[config.mk]
export PLATFORM = sky130hd
export DESIGN_NAME = cmp_scheduler
export DESIGN_NICKNAME = d
export VERILOG_FILES = /design/src/rtl/cmp_scheduler.sv
export SDC_FILE = /design/constraint.sdc
export NUM_CORES = 1
export LEC_CHECK = 0
export CORE_MARGIN = 4
export CORE_UTILIZATION = 45
export DETAILED_ROUTE_END_ITERATION = 10
export GPL_ROUTABILITY_DRIVEN = 0
export PLACE_DENSITY = 0.82
export SLEW_MARGIN = 40
export SYNTH_ARGS = -nofsm -noshare
export SYNTH_HDL_FRONTEND = slang
export SYNTH_SLANG_ARGS = --single-unit
export TNS_END_PERCENT = 100
[constraint.sdc]
create_clock -name clk -period 3 [get_ports clk]
set_clock_uncertainty 0.05 [all_clocks]
set_input_delay 0.45 -clock clk [delete_from_list [all_inputs] [get_ports clk]]
set_output_delay 0.45 -clock clk [all_outputs]
set_load 0.005 [all_outputs]
[src/rtl/cmp_scheduler.sv]
// Round-robin time-shared 16-bit compare unit: grant, subtract, one-hot flags.
// Optional feature: define CMP_SCHED_SIGNED_EN to honour req_signed per request.
module cmp_scheduler #(
  parameter int NREQ  = 4,
  parameter int WIDTH = 16,
  parameter int IDW   = 2
) (
  input  logic                  clk,
  input  logic                  rst,
  input  logic [NREQ-1:0]       req_valid,
  output logic [NREQ-1:0]       req_ready,
  input  logic [NREQ*WIDTH-1:0] req_op1,
  input  logic [NREQ*WIDTH-1:0] req_op2,
  input  logic [NREQ-1:0]       req_signed,
  output logic                  rsp_valid,
  output logic [IDW-1:0]        rsp_id,
  output logic                  rsp_equal,
  output logic                  rsp_greater,
  output logic                  rsp_less,
  output logic                  busy
);

  localparam logic [1:0] S_IDLE = 2'd0;
  localparam logic [1:0] S_EXEC = 2'd1;
  localparam logic [1:0] S_RESP = 2'd2;

  logic [1:0]       state;
  logic [IDW-1:0]   ptr;
  logic [IDW-1:0]   grant_idx;
  logic             grant_found;
  logic             transfer;
  logic [WIDTH-1:0] op1_q;
  logic [WIDTH-1:0] op2_q;
  logic [IDW-1:0]   id_q;
  logic [WIDTH:0]   diff_q;
  logic [WIDTH:0]   op1_ext;
  logic [WIDTH:0]   op2_ext;

`ifdef CMP_SCHED_SIGNED_EN
  logic signed_q;
  assign op1_ext = {signed_q & op1_q[WIDTH-1], op1_q};
  assign op2_ext = {signed_q & op2_q[WIDTH-1], op2_q};
`else
  logic signed_unused;
  assign signed_unused = ^req_signed;
  assign op1_ext = {1'b0, op1_q};
  assign op2_ext = {1'b0, op2_q};
`endif

  // Scan from the highest offset down so the nearest valid requester to ptr wins.
  // NOTE: every combinational output gets a default first, so no latch is inferred.
  always_comb begin
    grant_found = 1'b0;
    grant_idx   = '0;
    for (int k = NREQ - 1; k >= 0; k--) begin
      if (req_valid[(int'(ptr) + k) % NREQ]) begin
        grant_found = 1'b1;
        grant_idx   = IDW'((int'(ptr) + k) % NREQ);
      end
    end
  end

  always_comb begin
    req_ready = '0;
    if (!rst && state == S_IDLE && grant_found) req_ready[grant_idx] = 1'b1;
  end

  assign transfer = |(req_valid & req_ready);

  // NOTE: sequential state uses non-blocking assignments so every register
  // samples values from before the edge.
  always_ff @(posedge clk or posedge rst) begin
    if (rst) begin
      state  <= S_IDLE;
      ptr    <= '0;
      op1_q  <= '0;
      op2_q  <= '0;
      id_q   <= '0;
      diff_q <= '0;
`ifdef CMP_SCHED_SIGNED_EN
      signed_q <= 1'b0;
`endif
    end else begin
      case (state)
        S_IDLE: begin
          if (transfer) begin
            op1_q <= req_op1[int'(grant_idx)*WIDTH +: WIDTH];
            op2_q <= req_op2[int'(grant_idx)*WIDTH +: WIDTH];
            id_q  <= grant_idx;
`ifdef CMP_SCHED_SIGNED_EN
            signed_q <= req_signed[grant_idx];
`endif
            ptr   <= (grant_idx == IDW'(NREQ - 1)) ? '0 : grant_idx + 1'b1;
            state <= S_EXEC;
          end
        end
        S_EXEC: begin
          diff_q <= op1_ext - op2_ext;
          state  <= S_RESP;
        end
        S_RESP:  state <= S_IDLE;
        default: state <= S_IDLE;
      endcase
    end
  end

  // The extra difference bit is the borrow/sign, i.e. "op1 < op2" in either mode.
  assign busy        = (state != S_IDLE);
  assign rsp_valid   = (state == S_RESP);
  assign rsp_id      = rsp_valid ? id_q : '0;
  assign rsp_equal   = rsp_valid & (diff_q[WIDTH-1:0] == '0);
  assign rsp_less    = rsp_valid & diff_q[WIDTH];
  assign rsp_greater = rsp_valid & (diff_q[WIDTH-1:0] != '0) & ~diff_q[WIDTH];

endmodule
======== Yosys cells after proc, flatten, opt, wreduce, memory -nomap -nowiden ========
Index checks and enable logic that the tools add are counted.
storage, ports and cells
  output and inout bits ................... 11
  input port bits ......................... 138
  word-level logic and storage cells ...... 71
  register bits after elaboration ......... 55
operators by class
  reductions and logical operators ........ 13
  equality and inequality tests ........... 4
  shift operators ......................... 2
  mux-type cells .......................... 26
  add/subtract/negate cells ............... 5
  $lt $le $gt $ge ......................... 6
  bitwise operators ....................... 9
operators with widths
  kind                                                         count
  variable part select 64 x 7 -> 16 bit                        2
  subtractor 16 x 16 -> 17 bit                                 1
  zero test 16 bit                                             1
  nonzero test 16 bit                                          1
  two-way mux 2 bit                                            7
  less-than comparator 3 x 4 -> 1 bit (second input constant)  3
  two-way mux 1 bit                                            12
  binary-select mux 1 bit (select 2 bit)                       4
  less-than comparator 2 x 3 -> 1 bit (second input constant)  2
  OR reduction 2 bit                                           3
  adder 2 x 1 -> 2 bit (second input constant)                 2
  adder 2 bit (second input constant)                          2
  AND 1 bit                                                    4
  AND 4 bit                                                    1
  equality test 2 bit (second input constant)                  2
  two-way mux 4 bit                                            1
  one-hot mux 2 bit (2 select lines)                           1
  OR reduction 4 bit                                           1
  AND 1 bit (first input constant)                             3
  logical AND 1 bit                                            3
  demux 1 bit (select 2 bit)                                   1
  equality test 2 x 1 -> 1 bit (second input constant)         1
  >= comparator 2 x 1 -> 1 bit (second input constant)         1
  zero test 2 bit                                              1
  5 further kinds                                              5

======== Longest topological paths before layout ========
  word-level depth ........................ 19
  gate-level depth with buffers ........... 13
  depth with buffers taken out ............ 9

======== Least setup slack after synthesis ========
Ideal clock, no wire load.
  kind .................................... register -> register
  from .................................... register ptr[1]
  to ...................................... register op1_q[0]
  setup slack ............................. 0.433 ns
  setup time .............................. 0.121 ns
  arrival ................................. 2.396 ns
  path buffers ............................ 4
  period minus slack after synthesis ...... 2.567 ns
  stages on the path, launching flop included .. 12
  data required time ...................... 2.829 ns
  path through ............................ dfrtp_1 o211a_1 a311o_1 buf_2 buf_6 buf_6 ha_1 a22o_1 nand2_1 clkbuf_1 o22ai_1 a22o_1
between the ends
  longest elaborated chain between the ends .. 16
  elaborated cells on any way between the ends .. 33
  those cells by class .................... add/sub: 3; order compare: 2; shift: 1; mux: 22; bitwise: 1; reduce/logical: 4
ends and longest elaborated chain
  what                                                                                                              line    text
  start, declared                                                                                                   28      logic [IDW-1:0] ptr;
  start signal, assigned                                                                                            93      ptr <= (grant_idx == IDW'(NREQ - 1)) ? '0 : grant_idx + 1'b1;
  adder 2 bit                                                                                                       56, 58
  binary-select mux 1 bit (select 2 bit)                                                                            56      if (req_valid[(int'(ptr) + k) % NREQ]) begin
  two-way mux 1 bit (implied by the code) (2 in series)                                                             56
  two-way mux 2 bit (4 in series)                                                                                   56
  less-than comparator 2 x 3 -> 1 bit (implied by the code) / >= comparator 2 x 1 -> 1 bit (equally long branches)  65      if (!rst && state == S_IDLE && grant_found) req_ready[grant_idx] = 1'b1;
  logical AND 1 bit (implied by the code)                                                                           65
  two-way mux 1 bit (implied by the code)                                                                           65
  demux 1 bit (select 2 bit)                                                                                        65
  two-way mux 4 bit                                                                                                 65
  AND 4 bit                                                                                                         68      assign transfer = |(req_valid & req_ready);
  OR reduction 4 bit                                                                                                68
  AND reduction 2 bit (no line)                                                                                     --
  end signal, assigned                                                                                              87      op1_q <= req_op1[int'(grant_idx)*WIDTH +: WIDTH];
  end, declared                                                                                                     32      logic [WIDTH-1:0] op1_q;
Several ways; a longest one is shown, not always the timed one. The select of a mux whose other input is x is not followed.
A chain may end at the register's enable or synchronous reset.

======== Worst setup path in the final report ========
  from .................................... input port req_valid[2]
  to ...................................... output port req_ready[3]
between the ends
  longest elaborated chain between the ends .. 12
  elaborated cells on any way between the ends .. 26
  those cells by class .................... order compare: 2; mux: 22; reduce/logical: 2
ends and longest elaborated chain
  what                                                                                                              line  text
  start, declared                                                                                                   10    input logic [NREQ-1:0] req_valid,
  binary-select mux 1 bit (select 2 bit)                                                                            56
  two-way mux 1 bit (implied by the code) (2 in series)                                                             56
  two-way mux 2 bit (4 in series)                                                                                   56
  less-than comparator 2 x 3 -> 1 bit (implied by the code) / >= comparator 2 x 1 -> 1 bit (equally long branches)  65
  logical AND 1 bit (implied by the code)                                                                           65
  two-way mux 1 bit (implied by the code)                                                                           65
  demux 1 bit (select 2 bit)                                                                                        65
  two-way mux 4 bit (*)                                                                                             65
  end, declared                                                                                                     11    output logic [NREQ-1:0] req_ready,
Every way passes the cells marked *; elsewhere a longest branch is shown, timed or not. The select of a mux whose other input is x is not followed.

==> run metrics <==
status finished clean; drt first pass iters 4; crit path kind input pin to output port; Syn Nets between 500 and 600; placed instance area 0.00549 mm^2; synth top area cells dfrtp_1 35%, mux2i_1 16%, a22o_1 7.3%, ha_1 5.7%, o22ai_1 5.1%; RSZ-0062 raised after global routing no; # hold bufs at CTS 0; io pins 149; TritonCTS Sinks 55; top cell type by total area after synthesis dfrtp_1; Total Neg Setup Slack 0 ps; CORE AREA about 0.0084 mm^2; Slew Limit Fails 0; FF+latch count, synth 55; n_diodes 0; final hold violations 0; Final Critical Period 2910 ps; GRT met3 Usage 4.48%; post-synthesis instance total 417; worst ir drop on vdd 480 uV; Clock Path Buffers 2; top cell type's share of synthesized area 34.9%; clock-pin slew on the worst setup and hold paths 90 ps; Synth-to-Final Area Change 43.2%; Async S/R FF share, synth 100%; yosys warns 0; via count 3764; Die Y 102 um; Commonest cells post-synth 64 x mux2i_1, 55 x dfrtp_1, 33 x a22o_1; Inst Count DP 650; hpwl dp 8.92 mm; chip width 102 um; post-CTS sizing 0; design area about 0.0056 mm^2; WP data arrival 2410 ps; CTS tree built; Setup Buffers After CTS 0; Tcrit/Tclk final 96.9%; Hold Slack 432 ps; antenna-violating nets left 0; count leader, synth mux2i_1; Slew HR 47.4%; Post-synth EDFFs 0; CP Max Fanout 5; first-pass GRT wire length 17.7 mm; die area 0.0103 mm^2; vias in the first global route 3848; worst skew pair latency 310 ps; final std cells w/o fill ~660; Tightest Pin Transition 789 ps; initial antenna violation count 0; Total Power 5.19 mW; Max Fclk approximately 0.34 GHz; Top FF cell, synth dfrtp_1; post-synth cell types 49; met1 Resource Use GR 27.0%; average vias per placed instance 5.72; worst min path class register to register; pin count of the biggest net entering global routing 51; total gr overflow 0; P_leak 2.56 nW; pwr dens 920 mW/mm^2; row count 33; Final setup viols 0; Initial Utilization between 40 and 50%; Iteration-0 DRC Markers 226; CTS Buf Count 5; CP required 2500 ps; share of cells above drive strength 1 5.61%; GR Util All Layers about a fifth; Fillers 653; Mapped Area just under 0.004 mm^2; Worst setup SP type input pin; H-tree depth 2; sequential element share of the synthesized area 34.9%; number of max-cap violations 0; final wirelength about 11 mm; gr busiest metal met2; # DRC 0; Post-Syn Area per Cell 9.45 um^2; M2 GR Usage 35.9%; CP endpoint kind output port; Port Buffer Count approximately 140; fin nets between 700 and 800; Root Driver clkbuf_8; DR WL/cell approximately 17 um
==> sequential cells by signal, summed over array words and instances, names as in the netlist <==
register / count
diff_q: 17
id_q: 2
op1_q: 16
op2_q: 16
ptr: 2
state: 2
==> through the flow <==
step	worst slack, ps	utilization, %
after detailed placement	28.8	65.5
after CTS	30.3	67.1
after global routing	4.57	67.3
final	94.3	67.3
after global placement	89.0	65.5
after floorplan	433	-
==> critical path, stage by stage <==
cell             delay (ps)
clkdlybuf4s50_1         490
nand2b_1                120
a21oi_1                  70
a311o_2                 400
inv_1                    90
ha_1                    170
and2_1                  130
clkdlybuf4s50_1         500
==> cell usage in the layout, fill, tap and decap left out, drive strengths merged, types with 16 or more instances in the layout <==
| cell type | netlist | final |
|---|---|---|
| ha | 18 | 18 |
| nand2 | 25 | 25 |
| dfrtp | 55 | 55 |
| o22ai | 32 | 32 |
| a21oi | 17 | 17 |
| clkdlybuf4s50 | 0 | 143 |
| inv | 26 | 26 |
| mux2i | 64 | 64 |
| o21ai | 16 | 16 |
| a22o | 33 | 33 |
==> where the power goes <==
group          total, mW  switching, mW  internal (mW)
Sequential          1.32          0.229           1.10
Clock              0.576          0.242          0.334
Combinational       3.29           1.74           1.55
Total               5.19           2.21           2.98
==> layout make-up <==
class                           instances  area, um^2  share of cell area, %
Clock buffer                            6        72.6                   1.29
Clock inverter                          2        60.1                   1.06
Inverter                               27         101                   1.80
Multi-Input combinational cell        307        2340                   41.5
Sequential cell                        55        1380                   24.4
Tap cell                              105         131                   2.33
Timing Repair Buffer                  156        1560                   27.6
==> cell families (layout without fill, tap and decap cells) <==
family / count (synthesis) / after routing / share of synthesized area, %
buffers and inverters: 55 / 191 / 6.13
AND/OR/NAND/NOR: 81 / 81 / 10.4
AO/OA/AOI/OAI: 137 / 137 / 24.7
XOR/XNOR: 5 / 5 / 1.11
adder cells (fa/ha/maj): 19 / 19 / 6.23
multiplexers: 65 / 65 / 16.6
flip-flops: 55 / 55 / 34.9
==> worst paths after layout <==
kind                       cells after the start          from      endpoint  slack, ps
min                                            1       id_q[0]       id_q[0]        430
max in group asynchronous                      3           rst     diff_q[0]       1830
min reg2reg                                    1       id_q[0]       id_q[0]        430
min in group asynchronous                      2           rst       id_q[1]        520
max                                            8  req_valid[2]  req_ready[3]         90
max reg2reg                                    7        ptr[1]      op1_q[8]        570
==> routing by layer <==
| metal | vias up | routed length (um) |
|---|---|---|
| li1 | 1843 | - |
| met3 | 21 | 693 |
| met1 | 1755 | 4730 |
| met2 | 145 | 5310 |
| met5 | - | 0 |
| met4 | 0 | 232 |
Power figures use the tool's default switching activity.
==> variant 1: new RTL, same settings <==
Change the parameter `NREQ` from 4 to 5.
--- a/src/rtl/cmp_scheduler.sv
+++ b/src/rtl/cmp_scheduler.sv
@@ -3,3 +3,3 @@
 module cmp_scheduler #(
-  parameter int NREQ  = 4,
+  parameter int NREQ  = 5,
   parameter int WIDTH = 16,
Interface: changed (5 resized); port bits go from 149 to 184. No check against the original RTL was run, so the function may have changed too.
==> variant 1 against the original RTL <==
The run now ends with negative setup slack left; worst setup slack lost 0.50 ns; synthesized cell count increased by 7.7%; first-iteration DRC count decreased by 8.0%; sequential cell count stayed put; synthesized area is 15% higher; routed wire length increased by 27%; design area up 24%; register-to-register slack worse by 0.94 ns; critical path type is now input port to register.
Power is not compared: it rests on default switching activity, and its combinational part moved more than twofold at a synthesized area within 25%.
==> variant 1: results (changes against the original RTL) <==
outcome:
  status: "finished with violations"
  violations: "negative setup slack"
global_route:
  grtUsageMet3_pct: 4.18  # -0.30 points
  grt_pass1_vias: 4503  # +17%
  grt_max_degree: 40  # -22%
  grt_usage_pct: 22.4  # +1.2 points
  met2_usage_pct: 43.1  # +7.2 points
  grt_pass1_wl_um: 20900  # +18%
critical_path:
  worstPathArrival_ns: 3.57  # +1.16 ns
  cp-endpoint: "id_q[0]"
  slowest_delay_ns: 0.54  # +0.04 ns
  r2r_end: "id_q[0]"
  crit_slowest_cell: "mux4_2"
  reg2reg_slack_ns: -0.37  # -0.94 ns
synthesis:
  synthTopCellsByArea: "dfrtp_1 30%, mux2i_1 22%, ha_1 6.9%, mux2_2 5.0%, mux2_4 3.6%"
  synthAdderAreaFrac_pct: 7.32  # +1.1 points
  synth-compound-area-share_pct: 11.6  # -13 points
  synth_top_cells_by_count: "101 x mux2i_1, 55 x dfrtp_1, 31 x inv_1"
  syn_nets: 647  # +13%
  ys_seq_area_share_pct: 30.3  # -4.7 points
  synth_cell_types: 56  # +14%
placement:
  port_buffers: 145  # +0.69%
  place_inst: 744  # +14%
  dp_hpwl_um: 9910  # +11%
  dpl-instance-area_sq_um: 6420  # +17%
timing:
  setup_ws_ns: -0.401  # -0.496 ns
  setup_viol: 41  # +41
finish:
  nets: 840  # +18%
  seq_area_sq_um: 1380  # +0.18%
  n_all_buffers: 207  # +33%
  nMultiInputCombCells: 340  # +11%
  clock_area_share_pct: 1.22  # -1.1 points
  n_all_inverters: 33  # +22%
  drive_gt1_share_pct: 23.8  # +18 points
min_path:
  hold_start: "diff_q[13]"
detailed_routing:
  met3_length_um: 795  # +15%
  firstDrtPassIters: 6  # +2
  routedWlPerCell_um: 18.0  # +7.8%
clock_network:
  ctsResizeCount: 40  # +40
variant 1: cell types whose count changed in the layout (fill, tap and decap cells not counted), moves of 4 or more:
cell | unedited run | this run
mux2_1 | 0 | 4
ha_4 | 0 | 4
buf_6 | 0 | 7
a21oi_1 | 17 | 8
mux2_4 | 0 | 16
o31ai_1 | 8 | 3
o21a_1 | 8 | 4
a22o_1 | 33 | 2
buf_4 | 10 | 48
mux2_2 | 1 | 20
o21ai_0 | 14 | 20
mux2i_1 | 64 | 98
nand2_1 | 25 | 20
o22ai_1 | 32 | 0
variant 1: logic make-up (layout without fill, tap and decap cells):
| family | count (synthesis) | after routing |
|---|---|---|
| compound gates | 74 | 74 |
| simple gates | 87 | 87 |
| flops | 55 | 55 |
| fa+ha+maj | 26 | 26 |
| xor+xnor | 10 | 10 |
| other cells | 1 | 1 |
| buf+inv | 54 | 248 |
| mux | 142 | 142 |
==> variant 2: new RTL, same flow settings <==
Made on the original files. Reset style: synchronous (`rst`), changed in one clocked block.
--- a/src/rtl/cmp_scheduler.sv
+++ b/src/rtl/cmp_scheduler.sv
@@ -71,3 +71,3 @@
   // samples values from before the edge.
-  always_ff @(posedge clk or posedge rst) begin
+  always_ff @(posedge clk) begin
     if (rst) begin
Check against the original RTL: differs if rst is asserted again (counterexample within 4 cycles, from zero or initial values and one cycle with rst high); with rst held inactive, the same outputs for 4 cycles.
==> variant 2 against the original RTL <==
Synthesized area is 4.3% lower; synthesized cell count grew 1.7%; routed wire length down 9.1%; highest routed layer unchanged; fmax rose by 1.3%; sequential cell count stayed put; worst setup slack improved by 0.038 ns; design area is 2.9% lower.
Power is not compared: it rests on default switching activity, and its combinational part moved more than twofold at a synthesized area within 25%.
==> variant 2: results (changes against the original RTL) <==
min_path:
  min_path_cells: 2  # +1
synthesis:
  synthMuxAreaShare_pct: 19.7  # +3.2 points
  synthAdderAreaFrac_pct: 6.50  # +0.28 points
  synth_cell_types: 52  # +6.1%
  syn_nets: 581  # +1.2%
  synth_top_area_cell: "dfxtp_1"
  postSynth.asyncResetShare_pct: 0  # -100 points
  synth-compound-area-share_pct: 22.3  # -2.4 points
  ys_seq_area_share_pct: 29.2  # -5.7 points
outcome:
  status: "completed"
critical_path:
  reg2reg_slack_ns: 0.51  # -0.06 ns
  r2r_start: "op2_q[3]"
  worstPathArrival_ns: 2.37  # -0.04 ns
  r2r_end: "diff_q[15]"
  r2r_cells: 8  # +1
timing:
  worstMarginPinSlew_ns: 0.725  # -0.0636 ns
detailed_routing:
  wl_um: 9970  # -9.1%
  via_per_inst: 5.43  # -5.1%
  firstDrtPassIters: 5  # +1
  initialDrtViolationCount: 184  # -19%
finish:
  nets: 718  # +1.3%
  drive_gt1_share_pct: 10.1  # +4.5 points
global_route:
  grt_max_degree: 65  # +27%
  grt_pass1_wl_um: 16300  # -7.9%
placement:
  dp_hpwl_um: 8160  # -8.5%
variant 2: cell families after synthesis:
family / Yosys count
flops: 55
compound gates: 110
fa+ha+maj: 19
buf+inv: 52
simple gates: 122
mux: 64
xor+xnor: 2
variant 2: layout make-up:
type	count	area, sq um	share of cell area [%]
multi-input cells	317	2450	44.7
inverters	27	103	1.87
repair buffers	155	1580	28.8
well taps	105	131	2.40
flip-flops and latches	55	1100	20.1
clock inverters	3	47.5	0.868
clock buffers	5	68.8	1.26
variant 2: layer usage:
metal / global-route usage (%) / wire length, um / vias to the layer above
met3: 5.19 / 689 / 13
met5: 0 / 0 / -
li1: - / - / 1847
met2: 35.1 / 4860 / 125
met1: 24.2 / 4250 / 1636
met4: 5.99 / 165 / 0
variant 2: per-stage QoR:
| step | cells | total power (W) | setup WS [ns] | area (sq um) |
|---|---|---|---|---|
| after floorplan | 424 | 0.00209 | 0.277 | 3770 |
| after global placement | 658 | 0.00252 | -0.0218 | 5340 |
| after detailed placement | 658 | 0.00256 | -0.0876 | 5340 |
| after CTS | 666 | 0.00307 | 0.0263 | 5460 |
| after global routing | 667 | 0.00331 | -0.00585 | 5480 |
| final | 667 | 0.00308 | 0.132 | 5480 |
variant 2: worst min-delay path by stage:
stage                 endpoint  startpoint
finish              diff_q[10]  diff_q[10]
global route         diff_q[6]   diff_q[6]
CTS                 diff_q[10]  diff_q[10]
detailed placement   diff_q[3]   diff_q[3]
global placement     diff_q[9]   diff_q[9]
floorplan            diff_q[6]   diff_q[6]
variant 2: tightest hold or removal path: cells and delay by family (launching register included):
family          cells  cell delay [ns]
simple gates        1             0.05
compound gates      1             0.05
flops               1             0.32
